`config.mk`:
```
export PLATFORM = sky130hd
export DESIGN_NAME = ps2_key_fifo
export DESIGN_NICKNAME = d
export VERILOG_FILES = /design/src/rtl/ps2_key_fifo.sv
export SDC_FILE = /design/constraint.sdc
export NUM_CORES = 1
export LEC_CHECK = 0
export BUFFER_PORTS_ARGS = -buffer_cell sky130_fd_sc_hd__buf_2
export CORE_ASPECT_RATIO = 1.2
export CORE_MARGIN = 3
export CORE_UTILIZATION = 65
export DETAILED_ROUTE_END_ITERATION = 7
export PLACE_DENSITY = 0.8
export SETUP_SLACK_MARGIN = 0.2
export SYNTH_ARGS = -nofsm -noshare
export SYNTH_HDL_FRONTEND = slang
export SYNTH_SLANG_ARGS = --single-unit
```
`constraint.sdc`:
```
create_clock -name clk_24 -period 6.81 [get_ports clk_24]
set_clock_uncertainty 0.1 [all_clocks]
set_input_delay 0.3405 -clock clk_24 [delete_from_list [all_inputs] [get_ports clk_24]]
set_output_delay 0.3405 -clock clk_24 [all_outputs]
set_load 0.02 [all_outputs]
```
`src/rtl/ps2_key_fifo.sv`:
```
// ps2_key_fifo: buffers PS/2 key events from the HPS ps2_key bus for Z80 polling.
// A toggle on ps2_key[10] queues {pressed, extended, code}. A 4-byte register
// window exposes the head, status and count. A CPU write pops, clears or flushes,
// so multi-cycle reads never have side effects.
// Optional: define PS2_KEY_FIFO_REPEAT_FILTER_EN to drop events identical to the
// last accepted one (typematic repeat suppression).
module ps2_key_fifo #(
  parameter int unsigned DEPTH_LOG2 = 4
) (
  input  logic                clk_24,
  input  logic                reset_n,
  input  logic [10:0]         ps2_key,
  input  logic                cs,
  input  logic [1:0]          addr,
  input  logic                wr_n,
  output logic [7:0]          dout,
  output logic                empty,
  output logic                full,
  output logic                overflow,
  output logic [DEPTH_LOG2:0] count
);

  localparam int unsigned Depth = 2 ** DEPTH_LOG2;
  localparam logic [DEPTH_LOG2:0] PtrOne = 1;

  logic [DEPTH_LOG2:0] wr_ptr_q, rd_ptr_q;
  logic [9:0]          mem_q [Depth];
  logic                armed_q, shadow_q, wr_prev_q, overflow_q;

  logic       wr_act, wr_fire;
  logic       pop_cmd, clr_cmd, flush_cmd;
  logic       evt, repeat_evt, push_req, do_push, do_pop, drop_full;
  logic [9:0] head;

  assign count    = wr_ptr_q - rd_ptr_q;
  assign empty    = (count == '0);
  // count never exceeds Depth, so its MSB alone marks the full state
  assign full     = count[DEPTH_LOG2];
  assign overflow = overflow_q;
  assign head     = mem_q[rd_ptr_q[DEPTH_LOG2-1:0]];

  // Only the first cycle of a CPU write acts, so a held wr_n pops once
  assign wr_act    = cs & ~wr_n;
  assign wr_fire   = wr_act & ~wr_prev_q;
  assign pop_cmd   = wr_fire & (addr == 2'd0);
  assign clr_cmd   = wr_fire & (addr == 2'd1);
  assign flush_cmd = wr_fire & (addr == 2'd2);

  assign evt       = armed_q & (ps2_key[10] != shadow_q);
  // Flush beats a coincident event; the event is lost without flagging overflow
  assign push_req  = evt & ~repeat_evt & ~flush_cmd;
  assign do_pop    = pop_cmd & ~empty;
  // A same-cycle pop frees a slot, so a full FIFO still accepts the push
  assign do_push   = push_req & (~full | do_pop);
  assign drop_full = push_req & full & ~do_pop;

`ifdef PS2_KEY_FIFO_REPEAT_FILTER_EN
  logic [9:0] last_q;
  logic       last_vld_q;

  assign repeat_evt = last_vld_q & (last_q == ps2_key[9:0]);

  // Remember the last accepted event; flush forgets it
  always_ff @(posedge clk_24 or negedge reset_n) begin
    if (!reset_n) begin
      last_q     <= '0;
      last_vld_q <= 1'b0;
    end else if (flush_cmd) begin
      last_vld_q <= 1'b0;
    end else if (do_push) begin
      last_q     <= ps2_key[9:0];
      last_vld_q <= 1'b1;
    end
  end
`else
  assign repeat_evt = 1'b0;
`endif

  // Toggle shadow, arming and write edge detect; first edge after reset only arms
  always_ff @(posedge clk_24 or negedge reset_n) begin
    if (!reset_n) begin
      armed_q   <= 1'b0;
      shadow_q  <= 1'b0;
      wr_prev_q <= 1'b0;
    end else begin
      armed_q   <= 1'b1;
      shadow_q  <= ps2_key[10];
      wr_prev_q <= wr_act;
    end
  end

  // Read/write pointers; flush returns both to zero
  always_ff @(posedge clk_24 or negedge reset_n) begin
    if (!reset_n) begin
      wr_ptr_q <= '0;
      rd_ptr_q <= '0;
    end else if (flush_cmd) begin
      wr_ptr_q <= '0;
      rd_ptr_q <= '0;
    end else begin
      if (do_push) wr_ptr_q <= wr_ptr_q + PtrOne;
      if (do_pop)  rd_ptr_q <= rd_ptr_q + PtrOne;
    end
  end

  // Sticky overflow; a drop in the same cycle as a clear leaves it set
  always_ff @(posedge clk_24 or negedge reset_n) begin
    if (!reset_n) begin
      overflow_q <= 1'b0;
    end else if (flush_cmd) begin
      overflow_q <= 1'b0;
    end else if (drop_full) begin
      overflow_q <= 1'b1;
    end else if (clr_cmd) begin
      overflow_q <= 1'b0;
    end
  end

  // Entry storage, no reset needed; contents are qualified by the pointers
  always_ff @(posedge clk_24) begin
    if (do_push) mem_q[wr_ptr_q[DEPTH_LOG2-1:0]] <= ps2_key[9:0];
  end

  // Register window read mux
  always_comb begin
    dout = 8'h00;
    if (cs) begin
      case (addr)
        2'd0:    dout = empty ? 8'h00 : head[7:0];
        2'd1:    dout = {empty, full, overflow_q, ~empty & head[9], ~empty & head[8], 3'b000};
        2'd2:    dout = 8'(count);
        default: dout = 8'h00;
      endcase
    end
  end

endmodule
```
* Word level (Yosys, flattened, before mapping) *
Memory sizes are Yosys's and may differ from the RTL's.
Index checks and enable logic that the tools add are counted.

operators by class
  add/subtract/negate cells = 3
  multiply operators = 0
  div/mod/pow operators = 0
  order comparisons = 0
  equal/unequal tests = 3
  shifts and indexed selects = 0
  multiplexer cells = 12
  bitwise operators = 20
  reduce and logical (&&, ||, !) cells = 5

operators with widths
  kind                                                                    count
  8-bit one-hot mux with 3 select lines                                   1
  5-bit 2-to-1 mux                                                        4
  8-bit 2-to-1 mux                                                        2
  1-bit bitwise AND                                                       13
  5-bit by 1-bit adder with 5-bit output (second input constant)          2
  1-bit inverter                                                          6
  5-bit zero test                                                         1
  1-bit 2-to-1 mux                                                        5
  5-bit subtractor                                                        1
  2-bit nonzero test                                                      2
  3-bit nonzero test                                                      1
  2-bit by 1-bit equality test with 1-bit output (second input constant)  1
  2-bit equality test (second input constant)                             1
  2-bit zero test                                                         1
  1-bit != test                                                           1
  1-bit bitwise OR                                                        1

word-level totals
  register bits = 14
  latch bits = 0
  RAM bits = 160
  memory bits (read-only) = 0
  input port bits = 17
  memories = 1

memories
  memory  words  width  rd ports  clocked after memory_dff  write ports  RTL line  source
  mem_q   16     10     1         0                         1            27        logic [9:0] mem_q [Depth];

* Logic depth before layout (Yosys ltp) *
  depth after elaboration = 10
  mapped depth = 11

* Worst setup path after synthesis *
OpenSTA, ideal clock, no wires.

  kind = reg-to-reg
  start point = register wr_ptr_q[0]
  end point = memory mem_q[0][0] (enable)
  setup time = 0.390 ns
  data arrival time = 3.054 ns
  data required time = 6.320 ns
  path slack = 3.266 ns
  stages on the path, launching flop included = 11
  cell sequence = dfrtp_1 > inv_1 > ha_1 > fa_1 > nand2b_1 > a21oi_1 > xor2_2 > inv_2 > a211oi_4 > nand2_1 > nor3_1

on the way
  longest elaborated chain between the ends = 8
  elaborated cells between the ends (all ways) = 9
  those cells by class = add/sub (1); mux (2); bitwise (5); reduce/logical (1)

ends and longest elaborated chain
  element                                   RTL line  source
  from (decl)                               26        logic [DEPTH_LOG2:0] wr_ptr_q, rd_ptr_q;
  from (signal assigned)                    101       if (do_push) wr_ptr_q <= wr_ptr_q + PtrOne;
  5-bit subtractor *                        35        assign count = wr_ptr_q - rd_ptr_q;
  via full                                  18        output logic full,
  5-bit zero test                           36        assign empty = (count == '0);
  1-bit inverter                            52        assign do_pop = pop_cmd & ~empty;
  1-bit bitwise AND                         52
  1-bit bitwise OR *                        54        assign do_push = push_req & (~full | do_pop);
  1-bit bitwise AND *                       54
  1-bit 2-to-1 mux *                        121       if (do_push) mem_q[wr_ptr_q[DEPTH_LOG2-1:0]] <= ps2_key[9:0];
  1-bit 2-to-1 mux (not written as such) *  121
  to (decl)                                 27

Mark *: on every way through the listed nets, which the timed path passes. The rest lies on a longest branch.

* Final worst setup path *
  start point = register rd_ptr_q[3]
  end point = memory mem_q[4][3] (enable)

on the way
  longest elaborated chain between the ends = 8
  elaborated cells between the ends (all ways) = 9
  those cells by class = add/sub (1); mux (2); bitwise (5); reduce/logical (1)

ends and longest elaborated chain
  element                                   RTL line  source
  from (decl)                               26
  from (signal assigned)                    102       if (do_pop) rd_ptr_q <= rd_ptr_q + PtrOne;
  5-bit subtractor *                        35
  5-bit zero test                           36
  1-bit inverter                            52
  1-bit bitwise AND                         52
  1-bit bitwise OR *                        54
  1-bit bitwise AND *                       54
  1-bit 2-to-1 mux *                        121
  1-bit 2-to-1 mux (not written as such) *  121

Mark *: on every way between the ends. The rest lies on a longest branch, timed or not.

==> impl_metrics.tcl <==
set metrics [dict create \
    routed_wirelength_um 15700 \
    multi_input_area_mm2 0.00200 \
    synth_compound_area_frac 0.0388 \
    vias 4006 \
    finalHoldViolCount 0 \
    ys_types 42 \
    fin_util 0.755 \
    yosysSeqAreaShare 0.707 \
    seq_area_mm2 0.00516 \
    ys_seq_elements 174 \
    synth_top_family_by_area "multiplexers" \
    final_cells 604 \
    dr.pass1.iters 5 \
    fin_ws_ns 2.38 \
    worstSetupStartpointType "flop" \
    cts_setup_buffers 0 \
    start_util 0.680 \
    crit_family "simple AND/OR/NAND/NOR gates" \
    fmax_ghz 0.226 \
    gp_congestion 0.884 \
    worstHoldPathType "primary input to flop" \
    antenna_found_initial 0 \
    outcome "completed" \
    final.setup.tns_ns 0 \
    critPathKind "flop to flop" \
    antennaDiodeCount 0 \
    synth_mux_area_frac 0.136 \
    num_rows 41 \
    fillers 626 \
    cts_max_level 4 \
    grt.total_usage 0.273 \
    cellPowerDensity_mw_per_mm2 379 \
    netlist_area_mm2 0.00729 \
    yosys_most_used_dff "edfxtp_1" \
    critPathRequiredTime_ns 6.76 \
    ant_nets 0 \
    yosysWarnings 0 \
    design_area_mm2 0.00810 \
    core_area_mm2 0.0107 \
    syn_nets 452 \
    ys_async_sr_fraction 0.0805 \
    overflow 0 \
    critical-path-slowest-cell "dfrtp_1" \
    synth-simple-area-share 0.0712 \
    drc 0 \
    path_max_fanout 20 \
    clk_pin_slew_ns 0.06 \
    die_height_um 122 \
    worstMarginPinSlew_ns 0.912 \
    insertion_delay_ns 0.43 \
    synth_edf_count 160 \
    grt_pass1_vias 3890 \
    finalCritPeriodShare 0.650 \
    portBuffers 32 \
    fin_nets 489 \
    die_w_um 103 \
    dp.final_hpwl_um 10200 \
    cts_buffers 17 \
    synth.area.top_cells "edfxtp_1 66%, mux4_2 10%, dfrtp_1 4.8%, mux2i_1 2.2%, nand2_1 1.6%" \
    end_kind "flop" \
    post-place-ws_ns 2.06 \
    yosys.area_share.xor_xnor 0.00824 \
    leakagePower_nw 2.78 \
    first_iter_violations 505 \
    vias_per_cell 6.63 \
    vdd_drop_max_mv 0.300 \
    cts.sinks 174 \
    crit_top_cell "nor2_1" \
    synth_top_area_share 0.659 \
    slew_headroom 0.392 \
    grt_max_degree 56 \
    wl_per_cell_um 26.0 \
    clock-root-buffer "clkbuf_16" \
    syn_inst 425 \
    dp.cells 570 \
    dpl_cell_area_mm2 0.00755 \
    setup_viol 0 \
    whs_ns 0.123 \
    arrival_ns 4.38 \
    synth_fa_ha_area_frac 0.0182 \
    rsz0062_at_grt "no" \
    ctsLongestPathBuffers 2 \
    yosysTopAreaCell "edfxtp_1" \
    worstPathCellList "clkinv_1 -> ha_1 -> nor2_1 -> a21oi_1 -> xor2_2 -> inv_2 -> a211oi_4 -> nand2_1 -> nor2_1" \
    path_buf_inv 2 \
    final_max_slew_viol_count 0 \
    period_minus_slack_ns 4.43 \
    drive_gt1_frac 0.244 \
    die-area_mm2 0.0125 \
    grt_pass1_wl_um 23800 \
    areaGrowthSynthToFinish_pct 11.1 \
    power_mw 3.07 \
    cts_tree "built" \
    synth_area_per_cell_um2 17.2 \
    drv_cap 0 \
    num_io_pins 33 \
    cpPeakStageDelay_ns 0.74 \
]
==> cell usage in the layout (no fill, tap or decap), types with 2 or more instances in the layout <==
master and count:
clkinv_2 3, a32oi_1 5, a21oi_1 10, buf_4 4
dfrtp_1 13, nand2b_1 7, clkbuf_1 2, edfxtp_1 160
nor3_1 7, inv_6 2, nand3_1 12, and3_1 7
a211oi_1 3, ha_1 9, clkinv_1 3, nor2b_1 13
mux2i_1 16, xnor2_1 3, a2111oi_0 5, nand4_1 2
nor2_1 22, dlygate4sd3_1 2, xor2_1 2, nand2_1 31
clkbuf_16 17, o31ai_1 2, nor3_2 2, clkinvlp_4 2
a31o_2 2, clkinv_4 3, o22ai_1 5, buf_2 32
mux4_2 33, o21ai_0 2, nor2_2 2, mux2_2 8
inv_1 9
==> synthesized netlist by cell type, types with 4 or more instances <==
| cell type | n |
|---|---|
| clkbuf_1 | 7 |
| ha_1 | 9 |
| a32oi_1 | 5 |
| nor2b_1 | 13 |
| nor3_1 | 9 |
| o22ai_1 | 5 |
| mux4_2 | 33 |
| dfrtp_1 | 14 |
| a2111oi_0 | 5 |
| edfxtp_1 | 160 |
| nand2b_1 | 7 |
| a21oi_1 | 10 |
| nand2_1 | 31 |
| buf_4 | 6 |
| and3_1 | 7 |
| buf_2 | 4 |
| inv_1 | 9 |
| nor2_1 | 22 |
| mux2_2 | 8 |
| mux2i_1 | 16 |
| nand3_1 | 12 |
==> final timing paths <==
kind	start	slack, ns	cells after the start	end
max	rd_ptr_q[3]	2.38	9	mem_q[4][3]
min	wr_n	0.12	2	wr_prev_q
max reg2reg	rd_ptr_q[3]	2.38	9	mem_q[4][3]
min reg2reg	wr_ptr_q[4]	0.40	1	wr_ptr_q[4]
max in group asynchronous	reset_n	6.11	2	rd_ptr_q[0]
min in group asynchronous	reset_n	0.24	2	rd_ptr_q[2]
==> repair_timing <==
action,in CTS,in global routing
hold endpoints to repair,15,0
hold buffers,2,0
gates resized for setup,0,0
==> cell families after synthesis <==
group,Yosys count
AOI/OAI and AO/OA,38
xor gates and xnor gates,6
adders and majority gates,10
buffers and inverters,31
DFF,174
muxes,57
other,1
and+or+nand+nor,108
==> layout make-up <==
| cell class | instances | area share |
|---|---|---|
| clock buffer | 19 | 0.0535 |
| clock inverter | 13 | 0.0114 |
| inverter | 11 | 0.00510 |
| multi-input combinational | 220 | 0.247 |
| sequential | 174 | 0.637 |
| tap | 129 | 0.0199 |
| timing repair buffer | 38 | 0.0260 |
==> power by group <==
| group | switching [mW] | leakage (nW) | total [mW] | internal [mW] |
|---|---|---|---|---|
| clock | 0.397 | 0.254 | 0.864 | 0.467 |
| combinational | 0.563 | 0.911 | 0.935 | 0.373 |
| sequential | 0.0477 | 1.62 | 1.27 | 1.22 |
==> worst register-to-register path: stages (launching register included) <==
cell and delay [ns]:
dfrtp_1 0.74, clkinv_1 0.67, ha_1 0.55, nor2_1 0.05
a21oi_1 0.21, xor2_2 0.27, inv_2 0.11, a211oi_4 0.39
nand2_1 0.26, nor2_1 0.72
==> sequential cells by signal, indices dropped and copies added, names as in the netlist <==
signal / cells
wr_ptr_q: 5
overflow: 1
wr_prev_q: 1
shadow_q: 1
armed_q: 1
rd_ptr_q: 5
mem_q: 160
==> per-layer routing <==
metal / track usage / vias to the layer above / part of all wire
met2: 0.409 / 226 / 0.48
met1: 0.388 / 2001 / 0.40
li1: - / 1741 / -
met5: 0 / - / 0
met3: 0.0808 / 38 / 0.091
met4: 0.100 / 0 / 0.027
Power figures use the tool's default switching activity.
